## src/rtl/approx_err_pkg.sv

```systemverilog
// Shared types and width helpers for the approximate-adder error monitor.
// Widths follow from the operand width W and the window exponent LOG2_N.
package approx_err_pkg;

  typedef enum logic [1:0] {IDLE, RUN, DRAIN, DONE} state_t;

  localparam int W_DEF  = 16;
  localparam int SUM_W  = W_DEF + 1;
  localparam int DIFF_W = W_DEF + 2;
  localparam int SQ_W   = 2 * (W_DEF + 1);

  function automatic int sum_w(input int w);
    return w + 1;
  endfunction

  function automatic int diff_w(input int w);
    return w + 2;
  endfunction

  function automatic int sq_w(input int w);
    return 2 * (w + 1);
  endfunction

  // Accumulators grow by LOG2_N bits so a full window of worst-case samples fits.
  function automatic int ed_acc_w(input int w, input int log2_n);
    return w + 1 + log2_n;
  endfunction

  function automatic int sq_acc_w(input int w, input int log2_n);
    return 2 * (w + 1) + log2_n;
  endfunction

  function automatic int cnt_w(input int log2_n);
    return log2_n + 1;
  endfunction

endpackage

```

## src/rtl/approx_err_datapath.sv

```systemverilog
// Two-stage error pipeline: exact sum and signed difference, then |diff| and diff^2.
// Free-running; the valid bits tell the accumulator which stage outputs are real.
module approx_err_datapath
  import approx_err_pkg::*;
#(
  parameter int W = 16
) (
  input  logic                  clk,
  input  logic                  rst_n,
  input  logic                  vld_p0,
  input  logic [W-1:0]          a_p0,
  input  logic [W-1:0]          b_p0,
  input  logic [W:0]            approx_p0,
  output logic                  vld_p1,
  output logic                  vld_p2,
  output logic                  nz_p2,
  output logic [sum_w(W)-1:0]   ed_p2,
  output logic [sq_w(W)-1:0]    sq_p2
);

  localparam int SW = sum_w(W);
  localparam int DW = diff_w(W);
  localparam int QW = sq_w(W);

  // |diff| always fits in SW bits: the difference of two SW-bit unsigned values.
  function automatic logic [SW-1:0] abs_ed(input logic signed [DW-1:0] d);
    return d[DW-1] ? SW'(-d) : SW'(d);
  endfunction

  logic [SW-1:0]        exact_p0;
  logic signed [DW-1:0] diff_p0;
  logic signed [DW-1:0] diff_p1;
  logic [SW-1:0]        ed_p1;

  assign exact_p0 = SW'(a_p0) + SW'(b_p0);
  assign diff_p0  = $signed(DW'(approx_p0)) - $signed(DW'(exact_p0));
  assign ed_p1    = abs_ed(diff_p1);

  // S1
  always_ff @(posedge clk) begin
    diff_p1 <= diff_p0;
  end

  // S2
  always_ff @(posedge clk) begin
    ed_p2 <= ed_p1;
    sq_p2 <= QW'(ed_p1) * QW'(ed_p1);
    nz_p2 <= (diff_p1 != '0);
  end

  always_ff @(posedge clk or negedge rst_n) begin
    if (!rst_n) begin
      vld_p1 <= 1'b0;
      vld_p2 <= 1'b0;
    end else begin
      vld_p1 <= vld_p0;
      vld_p2 <= vld_p1;
    end
  end

endmodule

```

## src/rtl/approx_adder_err_monitor.sv

```systemverilog
// Error-metric accumulator for an approximate adder over a window of 2^LOG2_N samples.
// Holds the window FSM, sample counter and the ED / SE / WCE / error-count accumulators.
module approx_adder_err_monitor
  import approx_err_pkg::*;
#(
  parameter int W      = 16,
  parameter int LOG2_N = 10
) (
  input  logic                            clk,
  input  logic                            rst_n,
  input  logic                            start,
  input  logic                            in_valid,
  output logic                            in_ready,
  input  logic [W-1:0]                    in_a,
  input  logic [W-1:0]                    in_b,
  input  logic [W:0]                      in_approx,
  output logic                            res_valid,
  input  logic                            res_ready,
  output logic [cnt_w(LOG2_N)-1:0]        err_count,
  output logic [ed_acc_w(W, LOG2_N)-1:0]  sum_ed,
  output logic [sq_acc_w(W, LOG2_N)-1:0]  sum_sq,
  output logic [sum_w(W)-1:0]             max_ed,
  output logic                            busy
);

  localparam int SW  = sum_w(W);
  localparam int QW  = sq_w(W);
  localparam int CW  = cnt_w(LOG2_N);
  localparam int EAW = ed_acc_w(W, LOG2_N);
  localparam int QAW = sq_acc_w(W, LOG2_N);
  localparam logic [CW-1:0] N_LAST = CW'((1 << LOG2_N) - 1);

  state_t          state, state_nx;
  logic [CW-1:0]   count;
  logic            accept;
  logic            vld_p1, vld_p2, nz_p2;
  logic [SW-1:0]   ed_p2;
  logic [QW-1:0]   sq_p2;

  assign accept    = in_valid && (state == RUN);
  assign in_ready  = (state == RUN);
  assign res_valid = (state == DONE);
  assign busy      = (state == RUN) || (state == DRAIN);

  approx_err_datapath #(.W(W)) u_dp (
    .clk       (clk),
    .rst_n     (rst_n),
    .vld_p0    (accept),
    .a_p0      (in_a),
    .b_p0      (in_b),
    .approx_p0 (in_approx),
    .vld_p1    (vld_p1),
    .vld_p2    (vld_p2),
    .nz_p2     (nz_p2),
    .ed_p2     (ed_p2),
    .sq_p2     (sq_p2)
  );

  // With S1 empty, the last sample leaves S2 into the accumulators on this edge.
  always_comb begin
    state_nx = state;
    case (state)
      IDLE:    if (start) state_nx = RUN;
      RUN:     if (accept && (count == N_LAST)) state_nx = DRAIN;
      DRAIN:   if (!vld_p1) state_nx = DONE;
      DONE:    if (res_ready) state_nx = IDLE;
      default: state_nx = IDLE;
    endcase
  end

  always_ff @(posedge clk or negedge rst_n) begin
    if (!rst_n) state <= IDLE;
    else        state <= state_nx;
  end

  // Accumulate stage
  always_ff @(posedge clk or negedge rst_n) begin
    if (!rst_n) begin
      count     <= '0;
      err_count <= '0;
      sum_ed    <= '0;
      sum_sq    <= '0;
      max_ed    <= '0;
    end else if ((state == IDLE) && start) begin
      count     <= '0;
      err_count <= '0;
      sum_ed    <= '0;
      sum_sq    <= '0;
      max_ed    <= '0;
    end else begin
      if (accept) count <= count + CW'(1);
      if (vld_p2) begin
        err_count <= err_count + CW'(nz_p2);
        sum_ed    <= sum_ed + EAW'(ed_p2);
        sum_sq    <= sum_sq + QAW'(sq_p2);
        if (ed_p2 > max_ed) max_ed <= ed_p2;
      end
    end
  end

endmodule

```

## config.mk

```make
export PLATFORM = sky130hd
export DESIGN_NAME = approx_adder_err_monitor
export DESIGN_NICKNAME = d
export VERILOG_FILES = /design/src/rtl/approx_err_pkg.sv /design/src/rtl/approx_err_datapath.sv /design/src/rtl/approx_adder_err_monitor.sv
export SDC_FILE = /design/constraint.sdc
export NUM_CORES = 1
export LEC_CHECK = 0
export ABC_CLOCK_PERIOD_IN_PS = 8200
export BUFFER_PORTS_ARGS = -buffer_cell sky130_fd_sc_hd__buf_2
export CELL_PAD_IN_SITES_DETAIL_PLACEMENT = 0
export CELL_PAD_IN_SITES_GLOBAL_PLACEMENT = 1
export CORE_MARGIN = 1
export CORE_UTILIZATION = 49
export CTS_BUF_LIST = sky130_fd_sc_hd__clkbuf_8
export CTS_CLUSTER_SIZE = 12
export DETAILED_ROUTE_END_ITERATION = 8
export PLACE_DENSITY_LB_ADDON = 0.1
export SLEW_MARGIN = 10
export SYNTH_ARGS = -nofsm -noshare
export SYNTH_HDL_FRONTEND = slang
export SYNTH_SLANG_ARGS = --single-unit
export TNS_END_PERCENT = 50
```

## constraint.sdc

```tcl
create_clock -name clk -period 8.2 [get_ports clk]
set_input_delay 0.82 -clock clk [delete_from_list [all_inputs] [get_ports clk]]
set_output_delay 0.82 -clock clk [all_outputs]
set_load 0.01 [all_outputs]
```

# --- After elaboration in Yosys (flattened, before gate mapping) ---
# Cells that the tools add are included.
op_classes:
  add_sub_neg: 7
  multipliers: 1
  order_cmp: 1
  n_eq_ne: 8
  muxes: 17
  n_reduce_logical: 11
op_table:
  columns: ["cell", "n"]
  rows:
  - ["two-way mux 44 bit", 2]
  - ["two-way mux 17 bit", 4]
  - ["two-way mux 27 bit", 2]
  - ["adder 44 x 34 -> 44 bit", 1]
  - ["two-way mux 11 bit", 4]
  - ["multiplier 17 x 17 -> 34 bit", 1]
  - ["adder 27 x 17 -> 27 bit", 1]
  - ["nonzero test 18 bit", 1]
  - ["subtractor 17 x 17 -> 18 bit", 1]
  - ["adder 16 x 16 -> 17 bit", 1]
  - ["> comparator 17 bit", 1]
  - ["negator 17 bit", 1]
  - ["adder 11 x 1 -> 11 bit", 1]
  - ["adder 11 x 1 -> 11 bit (second input constant)", 1]
  - ["== test 11 x 10 -> 1 bit (second input constant)", 1]
  - ["two-way mux 2 bit", 4]
  - ["one-hot mux 2 bit (4 select lines)", 1]
  - ["nonzero test 2 bit", 3]
  - ["== test 2 bit (second input constant)", 2]
  - ["!= test 2 x 1 -> 1 bit (second input constant)", 2]
  - ["!= test 2 bit (second input constant)", 2]
  - ["AND reduction 4 bit", 1]
  - ["logical AND 1 bit", 3]
  - ["== test 2 x 1 -> 1 bit (second input constant)", 1]
  - ["other kinds (3)", 3]
word_totals:
  register_bits: 184
  in_bits: 54
  output_inout_bits: 102
  wordCells: 57

# --- Longest topological paths before layout ---
depth:
  word_depth: 5
  depth_mapped: 31
  ltp_nobuf: 29

# --- By module ---
# From an unflattened synthesis, not the netlist that was laid out.
hier_totals:
  hier_cells: 2227
  hier_area_um2: 19690.1
by_module_without_submodules:
  columns: ["mod", "instances", "cells_per_inst", "area_per_inst_um2", "seq_area_each_um2"]
  rows:
  - ["approx_err_datapath", 1, 1280, 11459.7, 1411.4]
  - ["approx_adder_err_monitor", 1, 947, 8230.4, 2802.7]

# --- Worst setup path after synthesis ---
# No wires, ideal clock.
synth_timing:
  kind: "reg2reg"
  startpoint: "register u_dp.diff_p1[0]"
  endpoint: "register u_dp.sq_p2[29]"
  setup_ps: 127
  arrival_ps: 7317
  required_time_ps: 8073
  setup_slack_ps: 757
  stages_incl_launch_ff: 30
  n_path_buf: 2
  synth_period_minus_slack_ps: 7443
  path_cell_list: "dfxtp_1 -> clkbuf_1 -> clkinv_1 -> ha_1 -> nand2_1 -> nor2_1 -> nor2_1 -> xor2_1 -> inv_1 -> clkbuf_1 -> nor2_1 -> inv_1 -> fa_1 -> fa_1 -> fa_1 -> inv_1 -> fa_1 -> fa_1 -> inv_1 -> fa_1 -> inv_1 -> ha_1 -> and3_1 -> and3_1 -> and2_0 -> a221oi_1 -> a21oi_1 -> a31oi_1 -> o21ai_0 -> xor2_1"
synth_between:
  elab_chain_cells: 3
synth_rtl:
  columns: ["element", "line_no", "source"]
  rows:
  - ["start: declaration", "approx_err_datapath.sv:32", "logic signed [DW-1:0] diff_p1;"]
  - ["start signal: assignment", "approx_err_datapath.sv:41", "diff_p1 <= diff_p0;"]
  - ["negator 17 bit", "approx_err_datapath.sv:27", "return d[DW-1] ? SW'(-d) : SW'(d);"]
  - ["two-way mux 17 bit", "approx_err_datapath.sv:27", null]
  - ["named net u_dp.ed_p1[10]", "approx_err_datapath.sv:33", "logic [SW-1:0] ed_p1;"]
  - ["multiplier 17 x 17 -> 34 bit", "approx_err_datapath.sv:47", "sq_p2 <= QW'(ed_p1) * QW'(ed_p1);"]
  - ["end signal: assignment", "approx_err_datapath.sv:47", null]
  - ["end: declaration", "approx_err_datapath.sv:18", "output logic [sq_w(W)-1:0] sq_p2"]
# The timed path passes the listed nets, and every way through them passes these cells.
# A chain may end at the register's enable or synchronous reset.

# --- Worst setup path after layout ---
layout_timing:
  startpoint: "register u_dp.diff_p1[3]"
  endpoint: "register u_dp.sq_p2[29]"
layout_between:
  elab_chain_cells: 3
layout_rtl:
  columns: ["element", "line_no"]
  rows:
  - ["negator 17 bit", "approx_err_datapath.sv:27"]
  - ["two-way mux 17 bit (*)", "approx_err_datapath.sv:27"]
  - ["multiplier 17 x 17 -> 34 bit (*)", "approx_err_datapath.sv:47"]
# Mark *: on every way between the ends. The rest lies on a longest branch, timed or not.

==> impl_metrics.json <==
{
  "fin_util_pct": 54.5,
  "drt-met1-wl_mm": 23.1,
  "status": "finished, final reports clean",
  "antenna_left": 0,
  "hold_path.class": "primary input to async pin",
  "min_period_ns": 7.74,
  "cpMostUsedCell": "fa_1",
  "drt_iter0_drc": 769,
  "row_count": 72,
  "overflow": 0,
  "fin_hold_ws_ns": 0.289,
  "pin_count": 156,
  "clk_path_buf_depth": 2,
  "endpoint_kind": "flip-flop",
  "dieArea_sq_um": 39900,
  "grt_pass1_wl_mm": 77.7,
  "grt_pass1_vias": 14802,
  "n_antenna_cell": 0,
  "htreeDepth": 4,
  "ys_warn_count": 0,
  "ys_seq_area_share_pct": 22.0,
  "critPathBufInv": 4,
  "maxSlewHeadroom_pct": 23.9,
  "syn_area_sq_um": 19100,
  "ys.flop_type": "dfrtp_1",
  "dr.pass1.iters": 5,
  "grt_max_degree": 98,
  "cts_root_buf": "clkbuf_8",
  "setup.worst_path.class": "flip-flop to flip-flop",
  "cts_tree": "done",
  "start_util_pct": 49.7,
  "areaGrowthSynthToFinish_pct": 9.78,
  "r2r_start": "u_dp.diff_p1[3]",
  "worst-path-max-fanout": 7,
  "r2r_end": "u_dp.sq_p2[29]",
  "dp_hpwl_mm": 38.9,
  "synth_async_sr_flop_share_pct": 62.6,
  "finalMaxSlewViolations": 0,
  "cp.required_ns": 8.64,
  "fmax_mhz": 129,
  "clk_latency_ns": 0.55,
  "synth_cells": 2152,
  "cpMaxStageDelayCell": "fa_1",
  "final_common_cell": "inv_1",
  "drc": 0,
  "met3RoutedLength_mm": 2.53,
  "cts.clk_slew.worst_paths_ns": 0.12,
  "hold_viol": 0,
  "synth_top_area_share_pct": 21.9,
  "fin_crit_sh_pct": 94.4,
  "route.vias.total": 15058,
  "clock_sinks": 182,
  "syn-num-nets": 2616,
  "track_usage_pct": 25.1,
  "synth_top_area_cell": "fa_1",
  "rsz0062_at_grt": "false",
  "finalSetupTns_ns": 0,
  "max_stage_delay_ns": 0.54,
  "crit_chain": "nor4_1, buf_4, nand2_1, o41ai_1, xnor2_1, inv_1, nor2_1, fa_1, fa_1, fa_1, fa_1, fa_1, inv_1, fa_1, inv_1, ha_1, and3_1, and3_1, and2_0, a221oi_1, a21oi_1, a31oi_1, o21ai_0, xor2_1",
  "place_area_sq_um": 20600,
  "maxCapViolCount": 0,
  "core-area_sq_um": 38600,
  "via_per_inst": 5.33,
  "drive_above_1_share_pct": 10.7,
  "critPathLaunch": "u_dp.diff_p1[3]",
  "place_congestion": 0.918,
  "top_layer": "met4",
  "r2r_cells": 24,
  "synth_edf_count": 0,
  "layout_common_cells": "inv_1, fa_1, ha_1",
  "stdcell_area_sq_um": 21000,
  "wl_per_cell_microns": 17.0,
  "cts_buffers": 17,
  "layout.nets": 2757,
  "ys_ff_latch": 182,
  "postCtsHoldBufs": 0,
  "r2r_setup_slack_ns": 0.46,
  "crit_arrival_ns": 8.18,
  "wl_mm": 47.9,
  "finalSetupViolations": 0,
  "wl_met2_mm": 21.3,
  "skew_ns": 0.0221,
  "synth_cell_types": 75,
  "die_w_microns": 200,
  "portBuffers": 155,
  "avgSynthCellArea_sq_um": 8.90,
  "cp-start-kind": "flip-flop",
  "crit_family": "adder cells",
  "tightest_slew_ns": 1.14,
  "synthTopCellsByArea": "fa_1, dfrtp_1, ha_1",
  "antenna_found_initial": 1,
  "fp.dieH_microns": 200
}
through the flow:
stage,instances,worst slack (ns)
2_1_floorplan,2152,0.757
3_3_place_gp,2792,0.515
3_5_place_dp,2792,0.332
4_1_cts,2824,0.343
5_1_grt,2824,0.0151
6_report,2824,0.459
cell families (layout without fill, tap and decap cells):
kind of cell	Yosys count	in the layout	share of synthesized area, %
DFF	182	182	22.0
adders and majority gates	410	410	35.0
xor gates and xnor gates	114	114	5.33
and+or+nand+nor	567	567	13.7
muxes	41	41	2.16
AOI/OAI and AO/OA	400	400	13.2
buffers and inverters	438	592	8.63
Yosys cell counts, types with 3 or more instances:
master    count
dfxtp_1      68
a31oi_1      10
nor3_1       27
a21o_1       46
a21boi_0      4
dfrtp_1     114
mux2i_1      39
o221ai_1      4
a31o_2        4
o2111a_1      4
inv_2         3
nor3b_1       5
or4_1         3
and3_1       19
nand4_1      34
o21a_1       17
clkinv_1      6
xnor2_1      66
nand3_1      42
nand3b_1      3
clkbuf_1     58
nand2_1     183
fa_1        209
a21oi_1     133
nor2b_1      14
a211oi_1     17
nor4_1       10
o21ai_0      86
o41ai_1       5
o31ai_1       8
o22ai_1       6
ha_1        201
and2_1        5
o211ai_1      8
o31a_1        3
or3_1        20
buf_2         3
or2_2         5
o21bai_1     13
nand2b_1     16
nor2_1      174
a221oi_1      3
xor2_1       45
inv_1       365
how the worst max path moves through the flow:
stage / end / slack, ns / cells after the start
3_5_place_dp: u_dp.sq_p2[29] / 0.33 / 25
2_1_floorplan: u_dp.sq_p2[29] / 0.76 / 29
3_3_place_gp: u_dp.sq_p2[29] / 0.51 / 24
5_1_grt: u_dp.sq_p2[29] / 0.02 / 24
4_1_cts: u_dp.sq_p2[29] / 0.34 / 27
6_report: u_dp.sq_p2[29] / 0.46 / 24
layout make-up:
type | instances | area, sq um
inverters | 374 | 1410
repair buffers | 186 | 1010
fillers | 3677 | 17500
clock buffers | 17 | 234
clock inverters | 15 | 213
multi-input cells | 1532 | 13300
well taps | 518 | 648
flip-flops and latches | 182 | 4220
metal layers:
layer,global-route usage (%),vias to the layer above
li1,-,7368
met1,35.7,7261
met2,38.6,380
met3,4.66,49
met4,8.06,0
met5,0,-
worst register-to-register path, cell delays in order, from the launching register on:
cell,delay [ns]
dfxtp_1,0.34
nor4_1,0.30
buf_4,0.17
nand2_1,0.12
o41ai_1,0.35
xnor2_1,0.37
inv_1,0.30
nor2_1,0.31
fa_1,0.49
fa_1,0.54
fa_1,0.44
fa_1,0.52
fa_1,0.54
inv_1,0.05
fa_1,0.52
inv_1,0.04
ha_1,0.35
and3_1,0.22
and3_1,0.20
and2_0,0.15
a221oi_1,0.42
a21oi_1,0.19
a31oi_1,0.35
o21ai_0,0.16
xor2_1,0.16
state kept, by name, indices dropped and copies added (netlist names):
name,flops
sum_sq,44
u_dp.diff_p1,18
u_dp.nz_p2,1
sum_ed,27
u_dp.ed_p2,17
u_dp.sq_p2,32
count,11
state,2
u_dp.vld_p1,1
u_dp.vld_p2,1
max_ed,17
err_count,11
what timing repair did:
item	in CTS	in global routing
gates resized for setup	0	2
setup buffers	0	0
setup endpoints to repair	0	2
Power is not shown: default switching activity piles up to over one toggle a cycle in this logic, so the estimate is an artifact.
